File: config.mk
export PLATFORM = sky130hd
export DESIGN_NAME = full_subtractor
export DESIGN_NICKNAME = d
export VERILOG_FILES = /design/src/rtl/full_subtractor.sv
export SDC_FILE = /design/constraint.sdc
export NUM_CORES = 1
export LEC_CHECK = 0
export ABC_CLOCK_PERIOD_IN_PS = 800
export CORE_AREA = 2 2 39 41
export CTS_BUF_LIST = sky130_fd_sc_hd__clkbuf_8
export DETAILED_ROUTE_END_ITERATION = 10
export DIE_AREA = 0 0 41 43
export PLACE_DENSITY_LB_ADDON = 0.12
export SLEW_MARGIN = 20
export SYNTH_ARGS = -nofsm -noshare
export SYNTH_HDL_FRONTEND = slang
export SYNTH_SLANG_ARGS = --single-unit
export TNS_END_PERCENT = 30
File: constraint.sdc
create_clock -name clk -period 0.8 [get_ports clk]
set_input_delay 0.16 -clock clk [delete_from_list [all_inputs] [get_ports clk]]
set_output_delay 0.16 -clock clk [all_outputs]
set_load 0.03 [all_outputs]
File: src/rtl/full_subtractor.sv
// Registered ripple-borrow subtractor: {bout,d} = a - b - bin, captured when in_valid is high.
// Every bit slice is a 9-gate network of 2-input NANDs; no arithmetic operators in the datapath.
module full_subtractor #(
    parameter int unsigned WIDTH = 1
) (
    input  logic             clk,
    input  logic             rst_n,
    input  logic             in_valid,
    input  logic [WIDTH-1:0] a,
    input  logic [WIDTH-1:0] b,
    input  logic             bin,
    output logic             out_valid,
    output logic [WIDTH-1:0] d,
    output logic             bout
);

    // Per-slice internal nets.
    logic [WIDTH-1:0] t1;    // nand(a,b)
    logic [WIDTH-1:0] t2;    // nand(a,t1)
    logic [WIDTH-1:0] n1;    // nand(b,t1) == ~(~a & b)
    logic [WIDTH-1:0] x;     // a ^ b
    logic [WIDTH-1:0] u1;    // nand(x,c)
    logic [WIDTH-1:0] u2;    // nand(x,u1)
    logic [WIDTH-1:0] n2;    // nand(c,u1) == ~(~x & c)
    logic [WIDTH-1:0] diff;  // x ^ c
    logic [WIDTH:0]   c;     // borrow chain, c[0] = bin

    assign c[0] = bin;

    for (genvar i = 0; i < WIDTH; i++) begin : g_cell
        // First XOR stage; its third gate doubles as the ~a&b borrow term.
        assign t1[i] = ~(a[i] & b[i]);
        assign t2[i] = ~(a[i] & t1[i]);
        assign n1[i] = ~(b[i] & t1[i]);
        assign x[i]  = ~(t2[i] & n1[i]);

        // Second XOR stage against the incoming borrow.
        assign u1[i]   = ~(x[i] & c[i]);
        assign u2[i]   = ~(x[i] & u1[i]);
        assign n2[i]   = ~(c[i] & u1[i]);
        assign diff[i] = ~(u2[i] & n2[i]);

        assign c[i+1] = ~(n1[i] & n2[i]);
    end

    logic [WIDTH-1:0] d_q, d_d;
    logic             bout_q, bout_d;
    logic             out_valid_q, out_valid_d;

    // Operands are only sampled under in_valid, so junk on idle cycles never reaches d/bout.
    always_comb begin
        d_d         = d_q;
        bout_d      = bout_q;
        out_valid_d = in_valid;
        if (in_valid) begin
            d_d    = diff;
            bout_d = c[WIDTH];
        end
    end

    always_ff @(posedge clk or negedge rst_n) begin
        if (!rst_n) begin
            d_q         <= '0;
            bout_q      <= 1'b0;
            out_valid_q <= 1'b0;
        end else begin
            d_q         <= d_d;
            bout_q      <= bout_d;
            out_valid_q <= out_valid_d;
        end
    end

    assign d         = d_q;
    assign bout      = bout_q;
    assign out_valid = out_valid_q;

endmodule

# After elaboration in Yosys (flattened, before gate mapping)
# Index checks and enable logic that the tools add are counted.
[classes]
bitwise_logic = 18
[ops]
columns = ["operator", "count"]
rows = [
  ["$and 1x1->1", 9],
  ["$not 1->1", 9],
]
[word_totals]
out_inout_bits = 3
regBits = 3
in_bits = 6

# Logic depth before layout (Yosys ltp)
[logic_depth]
ltp_word = 12
mapped_depth = 3
ltp_nobuf = 3

# Least setup slack after synthesis
# Ideal clock, no wire load.
[synth_path]
kind = "input-to-reg"
startpoint = "in b"
endpoint = "reg d_q, in the netlist d"
t_arrival_ns = 0.877
slack_ns = -0.202
n_path_buf = 0
required_ns = 0.675
setup_time_ns = 0.125
cell_stages = 3
path_cell_list = "inv_1 -> fa_1 -> mux2_4"
[synth_between]
elab_chain_len = 12
word_cells_on_any_way = 16
[synth_lines]
columns = ["element", "line_no", "text"]
rows = [
  ["start: declaration", "10", "input logic [WIDTH-1:0] b,"],
  ["$and 1x1->1", "32", "assign t1[i] = ~(a[i] & b[i]);"],
  ["$not 1->1", "32", ""],
  ["$and 1x1->1 (on tied branches)", "33, 34", ""],
  ["$not 1->1 (on tied branches)", "33, 34", ""],
  ["$and 1x1->1 *", "35", "assign x[i] = ~(t2[i] & n1[i]);"],
  ["$not 1->1 *", "35", ""],
  ["$and 1x1->1", "38", "assign u1[i] = ~(x[i] & c[i]);"],
  ["$not 1->1", "38", ""],
  ["$and 1x1->1 (on tied branches)", "39, 40", ""],
  ["$not 1->1 (on tied branches)", "39, 40", ""],
  ["$and 1x1->1 *", "41", "assign diff[i] = ~(u2[i] & n2[i]);"],
  ["$not 1->1 *", "41", ""],
  ["named net diff", "25", "logic [WIDTH-1:0] diff;"],
  ["end signal: assignment", "63", "d_q <= '0;"],
  ["end signal: assignment", "67", "d_q <= d_d;"],
  ["end: declaration", "46", "logic [WIDTH-1:0] d_q, d_d;"],
]
# Mark *: on every way through the listed nets, which the timed path passes. The rest lies on a longest branch.
# A chain may end at the register's enable or synchronous reset.

# Final worst setup path
[layout_path]
startpoint = "reg d_q, in the netlist d"
endpoint = "out d"
[layout_lines]
columns = ["element", "line_no", "text"]
rows = [
  ["end: declaration", "13", "output logic [WIDTH-1:0] d,"],
]
# No word-level cell between the ends.

==> impl_metrics.ini <==
[synthesis]
synthesis.area_sq_um = 126.4
netlist_instances = 9
synth_seq_area_share = 0.5941
synth_top_area_frac = 0.5941
synth_area_leaders = dfrtp_1 59%, fa_1 16%, mux2_4 12%
synth_top_area_cell = dfrtp_1
avgSynthCellArea_sq_um = 14.04
ys_ff_latch = 3
ys_warn_count = 0
syn_nets = 16
synth_cell_types = 6

[placement]
place_congestion = 0.5811
port_buffers = 8
post-place-cells = 34

[timing]
fin_crit_sh = 1.125
maxSlewViolCount = 0
tns_ns = -0.3411
hold_viol = 0
rsz0062_at_grt = yes
worst_pin_slew_ns = 0.1437
fmax_mhz = 1111
finalSetupViolCount = 4
timing.slew.headroom = 0.9039
layout_setup_ws_ns = -0.1002
fin_crit_ns = 0.9002
finClkSkew_ns = 0

[global_routing]
grt_pass1_vias = 123
grt_max_degree = 4
grt_usage = 0.04824
overflow = 0
grt_pass1_wl_um = 448
grt_antenna_before_repair = 0

[layout]
mostFrequentLayoutCells = 5 x buf_6, 3 x dfrtp_1, 3 x clkbuf_8
layout.cells.non_filler = 39
areaGrowthSynthToFinish_pct = 135.6
final_common_cell = buf_6
diodes = 0
drive_gt1_frac = 0.6087
finalNetCount = 31

[flow_run]
cap_violations = 0

[cts]
tritoncts = yes
htree_levels = 1
clockBufferDepth = 2
clock_sink_count = 3
clk_transition_reported_paths_ns = 0.03
insertion_delay_ns = 0.21
cts-root-buf = clkbuf_8
cts_buffers = 3

[drt]
avgViaCountPerCell = 2.821
drc_errors = 0
first_pass_iters = 1
wl_um = 296
vias = 110
ant_nets = 0
routedWlPerCell_um = 7.590
drtIter0Drc = 0

[worst_setup_path]
critPathKind = register to output pin
cp.arrival_ns = 0.74
critPathLaunch = d
crit_buf_inv = 1
cp_data_required_time_ns = 0.64
reg2reg_from = d
slowest_stage = dfrtp_1
cp-end-kind = output pin
max_stage_delay_ns = 0.38
crit_family = flip-flops
crit_chain = buf_6
cp_max_fo = 2
worst_setup_path_start_kind = register

[outcome]
status = complete, but fails checks
violations = negative setup slack

[floorplan]
die-area_sq_um = 1763
row_count = 14
initial_core_util = 0.09132
die_w_um = 41
core_area_sq_um = 1384
die_h_um = 43
io_pins = 9

[power_and_ir_drop]
p_leak_nw = 0.1510
pwr_density_cell_nw_per_um2 = 2536
ir_drop_uv = 702.2

[hold_path]
hold_class = input pin to async pin
## where the power goes
| part | leakage (nW) | switching, mW | internal, mW | total, mW |
|---|---|---|---|---|
| clock | 0.0269 | 0.0924 | 0.326 | 0.418 |
| sequential | 0.0345 | 0.0129 | 0.171 | 0.184 |
| combinational | 0.0896 | 0.0680 | 0.0847 | 0.153 |
| total | 0.151 | 0.173 | 0.582 | 0.755 |
## kinds of logic after synthesis
logic type,count (synthesis),synth area share
AOI/OAI and AO/OA,1,0.03957
adders and majority gates,1,0.1584
buffers and inverters,2,0.05943
DFF,3,0.5940
muxes,1,0.1188
and+or+nand+nor,1,0.02967
## synthesized netlist by cell type
master   count
dfrtp_1      3
inv_1        2
a21oi_1      1
fa_1         1
mux2_4       1
nor2_1       1
## area by class of cell
| class | instances | area [sq um] |
|---|---|---|
| Inverter | 2 | 15.01 |
| Sequential cell | 3 | 75.07 |
| Multi-Input combinational cell | 4 | 43.79 |
| Timing Repair Buffer | 10 | 98.84 |
| Fill cell | 150 | 1086 |
| Clock buffer | 3 | 41.29 |
| Clock inverter | 1 | 3.754 |
| Tap cell | 16 | 20.02 |
## flip-flops by register name, indices dropped and copies added (netlist names)
signal / count
d: 1
out_valid: 1
bout: 1
## path summary, 6_finish.rpt
path	endpoint	slack, ns	cells past startpoint
setup / recovery	d	-0.10	1
hold / removal	out_valid	0.13	1
setup reg to reg	d	0.03	1
hold reg to reg	d	0.54	1
max in group asynchronous	d	0.52	1
min in group clk	out_valid	0.25	2
## timing repair
item / CTS / global route
resized for setup: 18 / 1
hold buffers: 0 / 0
pin swaps: 1 / 0
buffers inserted: 0 / 1
setup endpoints to repair: 5 / 5
cloned: 0 / 0
## per-layer routing
| layer | track usage | part of all wire | wire length [um] | vias up |
|---|---|---|---|---|
| li1 | - | - | - | 54 |
| met1 | 0.03871 | 0.35 | 105 | 50 |
| met2 | 0.04688 | 0.53 | 157 | 6 |
| met3 | 0.04712 | 0.11 | 33 | 0 |
| met4 | 0.08000 | 0 | 0 | 0 |
| met5 | 0 | 0 | 0 | - |
## metrics by stage
step	hold WS, ns	worst slack (ns)	cell area [sq um]	power [mW]	utilization
final	0.1333	-0.1002	297.8	0.7551	0.2152
after global routing	0.1388	-0.1203	297.8	0.7960	0.2152
after CTS	0.1377	-0.1108	287.8	0.7656	0.2080
after detailed placement	0.3610	-0.8123	234.0	0.3212	0.1691
after global placement	0.3581	-0.8219	234.0	0.3208	0.1691
after floorplan	-0.1356	-0.2018	133.9	0.2481	-
No activity file was read; power rests on OpenSTA's default activity.
